### src/rtl/xc_malu_long_ctrl.sv
// Sequencer for the multi-precision ALU long-arithmetic datapath
// (madd/msub/macc/mmul). Owns the accumulator, carry and step counter and
// decodes the one-hot fsm_* step flags that steer the shared packed adder.
// Optional feature macro: XC_MALU_MUL_EARLY_EXIT_EN lets the multiply loop
// leave as soon as the remaining multiplier bits are all zero.
module xc_malu_long_ctrl #(
  parameter int unsigned MUL_STEPS = 32
) (
  input  logic        g_clk,
  input  logic        g_reset,
  input  logic        valid,
  input  logic        flush,
  input  logic        uop_madd,
  input  logic        uop_msub,
  input  logic        uop_macc,
  input  logic        uop_mmul,
  input  logic [63:0] dp_n_acc,
  input  logic        dp_n_carry,
  input  logic        dp_ready,
  input  logic [63:0] mul_n_acc,
  input  logic        mul_rem_zero,
  output logic        fsm_init,
  output logic        fsm_msub_1,
  output logic        fsm_macc_1,
  output logic        fsm_mmul_1,
  output logic        fsm_mmul_2,
  output logic        fsm_done,
  output logic [63:0] acc,
  output logic        carry,
  output logic [5:0]  count,
  output logic        ready
);

  localparam int unsigned CW = 6;
  localparam logic [CW-1:0] CNT_LAST = CW'(MUL_STEPS - 1);
  localparam logic [CW-1:0] CNT_SAT  = CW'(MUL_STEPS);

  typedef enum logic [2:0] {
    S_IDLE,
    S_MSUB_1,
    S_MACC_1,
    S_MMUL_1,
    S_MMUL_2,
    S_MMUL_3,
    S_DONE
  } state_t;

  state_t        state, n_state;
  logic [63:0]   n_acc;
  logic          n_carry;
  logic [CW-1:0] n_count;
  logic          abort;
  logic          any_uop;
  logic          mul_exit;

  assign abort   = flush | ~valid;
  assign any_uop = uop_madd | uop_msub | uop_macc | uop_mmul;

`ifdef XC_MALU_MUL_EARLY_EXIT_EN
  assign mul_exit = (count >= CNT_LAST) | mul_rem_zero;
`else
  logic unused_rem_zero;
  assign unused_rem_zero = mul_rem_zero;
  assign mul_exit        = (count >= CNT_LAST);
`endif

  // Step flags decode straight from the state register.
  assign fsm_init   = (state == S_IDLE) & valid;
  assign fsm_msub_1 = (state == S_MSUB_1);
  assign fsm_macc_1 = (state == S_MACC_1);
  assign fsm_mmul_1 = (state == S_MMUL_1);
  assign fsm_mmul_2 = (state == S_MMUL_2);
  assign fsm_done   = (state == S_DONE);

  // State and datapath register updates.
  always_ff @(posedge g_clk or posedge g_reset) begin
    if (g_reset) begin
      state <= S_IDLE;
      acc   <= '0;
      carry <= 1'b0;
      count <= '0;
    end else begin
      state <= n_state;
      acc   <= n_acc;
      carry <= n_carry;
      count <= n_count;
    end
  end

  // Next-state, register-load and ready decode.
  always_comb begin
    n_state = state;
    n_acc   = acc;
    n_carry = carry;
    n_count = count;
    ready   = 1'b0;
    case (state)
      S_IDLE: begin
        if (valid && !flush && any_uop) begin
          n_acc   = dp_n_acc;
          n_carry = dp_n_carry;
          n_count = '0;
          if (uop_madd) begin
            ready = dp_ready;
          end else if (uop_msub) begin
            n_state = S_MSUB_1;
          end else if (uop_macc) begin
            n_state = S_MACC_1;
          end else begin
            n_acc   = '0;
            n_state = S_MMUL_1;
          end
        end
      end
      S_MSUB_1, S_MACC_1: begin
        if (abort) begin
          n_state = S_IDLE;
        end else begin
          n_acc   = dp_n_acc;
          n_carry = dp_n_carry;
          n_state = S_DONE;
        end
      end
      S_MMUL_1: begin
        if (abort) begin
          n_state = S_IDLE;
        end else begin
          n_acc = mul_n_acc;
          if (count < CNT_SAT) begin
            n_count = count + CW'(1);
          end
          if (mul_exit) begin
            n_state = S_MMUL_2;
          end
        end
      end
      S_MMUL_2: begin
        if (abort) begin
          n_state = S_IDLE;
        end else begin
          n_acc   = dp_n_acc;
          n_carry = dp_n_carry;
          n_state = S_MMUL_3;
        end
      end
      S_MMUL_3: begin
        if (abort) begin
          n_state = S_IDLE;
        end else begin
          n_acc   = dp_n_acc;
          n_state = S_DONE;
        end
      end
      S_DONE: begin
        ready   = ~abort;
        n_state = S_IDLE;
      end
      default: begin
        n_state = S_IDLE;
      end
    endcase
  end

endmodule

### config.mk
export PLATFORM = sky130hd
export DESIGN_NAME = xc_malu_long_ctrl
export DESIGN_NICKNAME = d
export VERILOG_FILES = /design/src/rtl/xc_malu_long_ctrl.sv
export SDC_FILE = /design/constraint.sdc
export NUM_CORES = 1
export LEC_CHECK = 0
export CAP_MARGIN = 20
export CORE_UTILIZATION = 39
export CTS_CLUSTER_SIZE = 28
export DETAILED_ROUTE_END_ITERATION = 8
export PLACE_DENSITY = 0.78
export SLEW_MARGIN = 10
export SYNTH_ARGS = -nofsm -noshare
export SYNTH_HDL_FRONTEND = slang
export SYNTH_SLANG_ARGS = --single-unit
export TNS_END_PERCENT = 50
### constraint.sdc
create_clock -name g_clk -period 2.5 [get_ports g_clk]
set_input_delay 0.375 -clock g_clk [delete_from_list [all_inputs] [get_ports g_clk]]
set_output_delay 0.375 -clock g_clk [all_outputs]
set_load 0.005 [all_outputs]
# == After elaboration in Yosys (flattened, before gate mapping) ==
# Cells that the tools add are included.
# word_totals
reg_bits,74
inputBits,139
out_inout_bits,78
elab_cells,67
# classes
add_sub_neg,1
order_cmp,2
eq_ne,13
muxes,26
bitwise,7
reduce_logical,14
# op_table
operator,n
two-way mux 64 bit,6
case mux 64 bit (3 select lines),1
two-way mux 3 bit,6
two-way mux 6 bit,3
case mux 3 bit (4 select lines),1
case mux 6 bit (2 select lines),1
"equality test 3 bit, second input constant",3
"!= test 2 bit, second input constant",4
AND reduction 4 bit,2
"adder 6 x 1 -> 6 bit, second input constant",1
"equality test 3 x 2 -> 1 bit, second input constant",2
"greater-or-equal comparator 6 x 5 -> 1 bit, second input constant",1
"less-than comparator 6 bit, second input constant",1
AND reduction 3 bit,2
OR reduction 3 bit,2
two-way mux 1 bit,5
"!= test 2 x 1 -> 1 bit, second input constant",2
bitwise OR 1 bit,4
case mux 1 bit (2 select lines),2
nonzero test 2 bit,2
OR reduction 4 bit,1
"equality test 3 x 1 -> 1 bit, second input constant",1
logical NOT 3 bit,1
"!= test 3 x 1 -> 1 bit, second input constant",1
6 further kinds,8

# == Depth between registers and ports, before layout ==
# Gate-level depths: netlist of the first run.
# depth
ltp_word,6
depth_mapped,7
depth_no_buf,4

# == Worst setup path after synthesis of the first run ==
# OpenSTA, ideal clock, no wires.
# synth_timing
kind,register to register
from,register state[0]
to,register acc[11]
setup_time_ns,0.119
t_arrival_ns,1.639
required_ns,2.381
path_slack_ns,0.743
stages_incl_launch_ff,8
path_buffers,3
synth_period_minus_slack_ns,1.757
path_cell_list,dfrtp_1 buf_6 or3_4 a2111oi_4 or2_1 buf_6 buf_12 o21ai_2
# synth_via
elab_chain_len,4
word_cells_on_any_way,13
cone_classes,eq/ne: 8; mux: 1; reduce/logical: 4
# synth_rtl
item,line_no,text
"start, declared",48,"state_t state, n_state;"
"start signal, assigned",83,state <= n_state;
"equality test 3 x 1 -> 1 bit, or another cell as far along",97,case (state)
OR reduction 4 bit (no line),n/a,
!= test 2 bit (no line) or nonzero test 3 bit (tied branches),n/a,
AND reduction 4 bit (no line),n/a,
"end signal, assigned",84,acc <= n_acc;
"end, declared",28,"output logic [63:0] acc,"
# Parallel ways exist; a longest one is shown, timed or not.
# A chain may end at the register's enable or synchronous reset.

# == Worst setup path after layout of the first run ==
# layout_timing
from,register state[1]
to,output port fsm_init
# layout_via
elab_chain_len,2
# layout_rtl
item,line_no,text
logical NOT 3 bit,68,assign fsm_init = (state == S_IDLE) & valid;
bitwise AND 1 bit,68,
"end, declared",22,"output logic fsm_init,"
# Every way passes these cells.

==> results_dict.tcl, run 1 <==
set metrics [dict create \
    post_cts_buffers 0 \
    antenna_found_initial 0 \
    wl_um 10400 \
    first_iter_violations 66 \
    drc 0 \
    maxSlewViolCount 0 \
    synth_async_sr_flop_share 1.00 \
    dr.pass1.iters 4 \
    via_per_inst 4.92 \
    clk_pin_slew_ps 80 \
    worstSkewPairLatency_ps 340 \
    grt_overflow 0 \
    htreeDepth 3 \
    synth_seq_cells 74 \
    p_per_area_nw_per_um2 715 \
    r2r-start "state[2]" \
    grt_pass1_wl_um 15800 \
    setup_slack_ps 75.0 \
    io_buffers 215 \
    hold_violations 0 \
    clock_tree.root_cell "clkbuf_8" \
    ys_seq_area_frac 0.475 \
    synth_top_area_frac 0.475 \
    hold_class "input port to asynchronous set/reset pin" \
    path_max_fanout 9 \
    ys_types 39 \
    post-place-ws_ps 43.6 \
    layout.nets 703 \
    crit_type "register to output pin" \
    fin_worst_skew_ps 7.27 \
    reg2reg_to "acc[57]" \
    worst_pin_slew_ps 674 \
    p_leak_nw 2.52 \
    antennaDiodeCount 0 \
    cts_sinks 74 \
    clockBufferDepth 2 \
    hold_buffers 0 \
    vdd.ir_drop.worst_mv 0.320 \
    reg2regPathDepth 5 \
    cp-end-kind "output pin" \
    die_y_um 102 \
    relSlewSlack 0.550 \
    layout-drive-gt1-share 0.162 \
    start_util 0.401 \
    max_stage_delay_ps 510 \
    cts_tree "yes" \
    grt_start_max_net_pins 66 \
    crit_arrival_ps 2050 \
    fin_area_um2 6340 \
    grt_pass1_vias 3314 \
    synth_common_cells "dfrtp_1, nand2_1, mux2i_1" \
    multi_input_area_um2 1820 \
    outcome "complete, no violations" \
    pin_count 217 \
    syn_nets 491 \
    ant_nets 0 \
    slowest_stage "clkdlybuf4s50_1" \
    fp-row-count 36 \
    yosys_most_used_dff "dfrtp_1" \
    rsz0062_at_grt "true" \
    die_w_um 102 \
    gp_congestion 0.877 \
    cap_violations 0 \
    required_ps 2120 \
    routedWlPerCell_um 14.9 \
    numCtsBuffers 9 \
    crit_path_start_kind "register" \
    min_period_ps 2420 \
    clock.fmax_ghz 0.412 \
    synthesis.area_um2 3900 \
    ys_top_cells_by_area "dfrtp_1, mux2i_1, o21ai_2, nand2_1, buf_12" \
    post-synth-top-count-cell "dfrtp_1" \
    synthToLayoutAreaGrowth_pct 62.7 \
    vias 3446 \
    seq_area_um2 1850 \
    r2r_slack_ps 330 \
    cts_resized 0 \
    synth_edf_count 0 \
    core_um2 9730 \
    ys_warn_count 0 \
    critical_path.cell_chain "buf_4 > nor3_1 > and2_1 > clkdlybuf4s50_1" \
    dieArea_um2 10400 \
    netlist_instances 351 \
    tns_ps 0 \
    hpwl_um 8050 \
    grt.total_usage 0.198 \
    setup_viol_count_final 0 \
    place_area_um2 6120 \
    synth_area_leader_cell "dfrtp_1" \
    fin_crit_sh 0.970 \
    num-fill-cells 813 \
    avgSynthCellArea_um2 11.1 \
]
-- placed cells by master, fill, tap and decap left out, drive strengths merged, types with 4 or more instances in the layout --
cell	synthesis	layout
a21oi	6	6
buf	21	10
clkbuf	3	13
clkdlybuf4s50	0	215
dfrtp	74	74
mux2i	65	65
nand2	67	67
nand3	4	4
nor2	9	9
nor3	4	4
o21ai	65	65
or3	5	5
-- registers in the layout, summed over array words and instances (netlist names) --
| register | cells |
|---|---|
| acc | 64 |
| state | 3 |
| count | 6 |
| carry | 1 |
-- report_power, final --
group	switching (mW)	internal, mW
Clock	0.411	0.613
Combinational	0.754	1.09
Sequential	0.181	1.49
-- stage by stage --
stage               hold WS [ps]  cells  power [mW]   util
global route                 476    700        4.82  0.652
global placement             459    685        3.50  0.630
CTS                          440    700        4.61  0.652
finish                       425    700        4.54  0.652
detailed placement           463    685        3.56  0.630
floorplan                    473    351        2.56      -
-- layer usage --
| layer | wire [µm] | track usage | up-vias | part of all wire |
|---|---|---|---|---|
| li1 | - | - | 1668 | - |
| met1 | 3890 | 0.214 | 1616 | 0.37 |
| met2 | 5420 | 0.359 | 144 | 0.52 |
| met3 | 934 | 0.0616 | 18 | 0.089 |
| met4 | 200 | 0.0791 | 0 | 0.019 |
| met5 | 0 | 0 | - | 0 |
-- kinds of logic after synthesis --
| family | after synthesis | synth area share |
|---|---|---|
| simple gates | 98 | 0.107 |
| compound gates | 85 | 0.183 |
| flops | 74 | 0.475 |
| mux | 66 | 0.170 |
| buf+inv | 27 | 0.0622 |
| fa+ha+maj | 1 | 0.00321 |
-- worst max path at each step --
stage	start	to	slack, ps	cells after the start
floorplan	g_reset	acc[0]	240	1
global placement	uop_msub	acc[0]	130	5
detailed placement	uop_msub	acc[0]	40	5
CTS	state[1]	fsm_init	50	4
global route	state[1]	fsm_init	-20	4
finish	state[1]	fsm_init	80	4
-- final cells by class --
cell class,instances,share of cell area
Tap cell,133,0.0262
Inverter,3,0.00197
Multi-Input combinational cell,250,0.286
Timing Repair Buffer,225,0.359
Sequential cell,74,0.292
Clock inverter,2,0.00947
Clock buffer,13,0.0250
-- critical path: cells and delay by family, from the launching register on --
| kind | cells | cell delay [ps] |
|---|---|---|
| buf+inv | 2 | 690 |
| simple gates | 2 | 610 |
| flops | 1 | 410 |
No activity file was read; power rests on OpenSTA's default activity.
==> inputs of run 2 (changes only) <==
--- a/config.mk
+++ b/config.mk
@@ -10,7 +10,6 @@
 export CTS_CLUSTER_SIZE = 28
 export DETAILED_ROUTE_END_ITERATION = 8
 export PLACE_DENSITY = 0.78
-export SLEW_MARGIN = 10
 export SYNTH_ARGS = -nofsm -noshare
 export SYNTH_HDL_FRONTEND = slang
 export SYNTH_SLANG_ARGS = --single-unit
==> results of run 2 <==
The final DEF is identical to that of run 1; final timing and power are the same.
==> inputs of run 3 (changes only) <==
==> constraint.sdc (replaced) <==
create_clock -name g_clk -period 2.75 [get_ports g_clk]
set_input_delay 0.4125 -clock g_clk [delete_from_list [all_inputs] [get_ports g_clk]]
set_output_delay 0.4125 -clock g_clk [all_outputs]
set_load 0.005 [all_outputs]
==> results_dict.tcl, run 3 (synthesized netlist as in run 1, its figures left out) <==
set metrics [dict create \
    outcome "complete, no violations" \
    wl_um 10300 \
    use_met2 0.344 \
    slowest_stage "dfrtp_1" \
    die_w_um 102 \
    cp_num_buf_inv 1 \
    grt_pass1_wl_um 15600 \
    grt_start_max_net_pins 46 \
    layout.nets 700 \
    core_um2 9730 \
    layout-drive-gt1-share 0.159 \
    hold_violations 0 \
    layout_common_cells "clkdlybuf4s50_1, dfrtp_1, nand2_1, mux2i_1, o21ai_2" \
    ant_nets 0 \
    largest_register_ffs 64 \
    reg2reg_to "acc[61]" \
    r2r_slack_ps 700 \
    final_common_cell "clkdlybuf4s50_1" \
    final_core_util 0.648 \
    tns_ps 0 \
    final_cells 698 \
    reg2regPathDepth 5 \
    path_max_fanout 12 \
    cts_resized 0 \
    via_per_inst 4.87 \
    dp.cells 682 \
    fin_worst_skew_ps 6.19 \
    htreeDepth 3 \
    crit_type "register to output pin" \
    routedWlPerCell_um 14.8 \
    p_switching_mw 1.25 \
    drc 0 \
    dieArea_um2 10400 \
    crit_arrival_ps 1960 \
    grt_pass1_vias 3194 \
    rsz0062_at_grt "false" \
    clockBufferDepth 2 \
    switching_share 0.304 \
    worst_pin_slew_ps 716 \
    start_util 0.401 \
    io_buffers 215 \
    combPwrFrac 0.399 \
    vias 3401 \
    critical_path.cell_chain "nor3_1 > and2_1 > clkdlybuf4s50_1" \
    synthToLayoutAreaGrowth_pct 61.8 \
    cap_violations 0 \
    cp-end-kind "output pin" \
    fp-row-count 36 \
    grt.total_usage 0.197 \
    clk_pin_slew_ps 80 \
    p_per_area_nw_per_um2 651 \
    die_y_um 102 \
    cts_sinks 74 \
    pin_count 217 \
    hold_buffers 0 \
    use_met3 0.0670 \
    setup_slack_ps 378 \
    p_leak_nw 2.50 \
    setup_viol_count_final 0 \
    maxSlewViolCount 0 \
    cts_tree "yes" \
    post_cts_buffers 0 \
    seq_power_share 0.372 \
    dr.pass1.iters 4 \
    hpwl_um 7940 \
    numCtsBuffers 9 \
    post-place-ws_ps 312 \
    max_stage_delay_ps 500 \
    grt_busiest_layer "met2" \
    r2r-start "state[2]" \
    reg_top3 "acc (64), count (6), state (3)" \
    relSlewSlack 0.522 \
    clock.fmax_ghz 0.422 \
    top_register "acc" \
    p_int_mw 2.86 \
    first_iter_violations 65 \
    clock_tree.root_cell "clkbuf_8" \
    fin_crit_sh 0.863 \
    clock_power_share 0.228 \
    grt_overflow 0 \
    antenna_found_initial 0 \
    antennaDiodeCount 0 \
    worstSkewPairLatency_ps 360 \
    vdd.ir_drop.worst_mv 0.349 \
    cp_top_family "simple AND/OR/NAND/NOR gates" \
    use_met1 0.224 \
    crit_path_start_kind "register" \
    hold_class "input port to asynchronous set/reset pin" \
    required_ps 2340 \
    min_period_ps 2370 \
    gp_congestion 0.829 \
]
[run 3: cell count changes in the layout (fill, tap and decap cells not counted), sizes merged]
| cell | change |
|---|---|
| clkinv | +2 |
| clkinvlp | +1 |
| buf | -3 |
| clkbuf | -2 |
[run 3: worst max path at each step]
stage              from       end  cells after the start  slack (ps)
6_report       state[2]  fsm_init                      3         380
5_1_grt        state[2]  fsm_init                      3         240
4_1_cts        state[2]  fsm_init                      3         400
3_5_place_dp   uop_msub   acc[36]                      6         310
3_3_place_gp   uop_msub   acc[37]                      6         380
2_1_floorplan   g_reset    acc[0]                      1         460
[run 3: final cells by class]
type                       instances  area (µm²)
inverter                           3        12.5
tap                              133         166
clock buffer                      11         141
sequential                        74        1850
clock inverter                     5        77.6
timing repair buffer             222        2240
fill                             827        3420
multi-input combinational        250        1820
[run 3: through the flow]
stage	hold WS (ps)	total power, mW	area, µm²
finish	463	4.11	6310
floorplan	473	2.33	3900
CTS	480	4.17	6310
detailed placement	464	3.21	6090
global route	491	4.36	6310
global placement	458	3.16	6090
[run 3: power by group through the flow]
stage	combinational (mW)	sequential [mW]	clock, mW
6_report	1.64	1.53	0.938
3_5_place_dp	1.66	1.55	0
4_1_cts	1.67	1.53	0.965
3_3_place_gp	1.63	1.53	0
5_1_grt	1.78	1.57	1.01
2_1_floorplan	0.800	1.53	0
[run 3: layer usage]
layer  share of wire  routed length (µm)
met3           0.091                 937
met2            0.51                5230
met1            0.38                3950
met4           0.020                 207
met5               0                   0
[run 3: worst register-to-register path: stages (launching register included)]
cell       delay [ps]
dfrtp_1           500
or3_4             460
a2111oi_4         370
or2_4             220
buf_12            230
o21ai_0           170
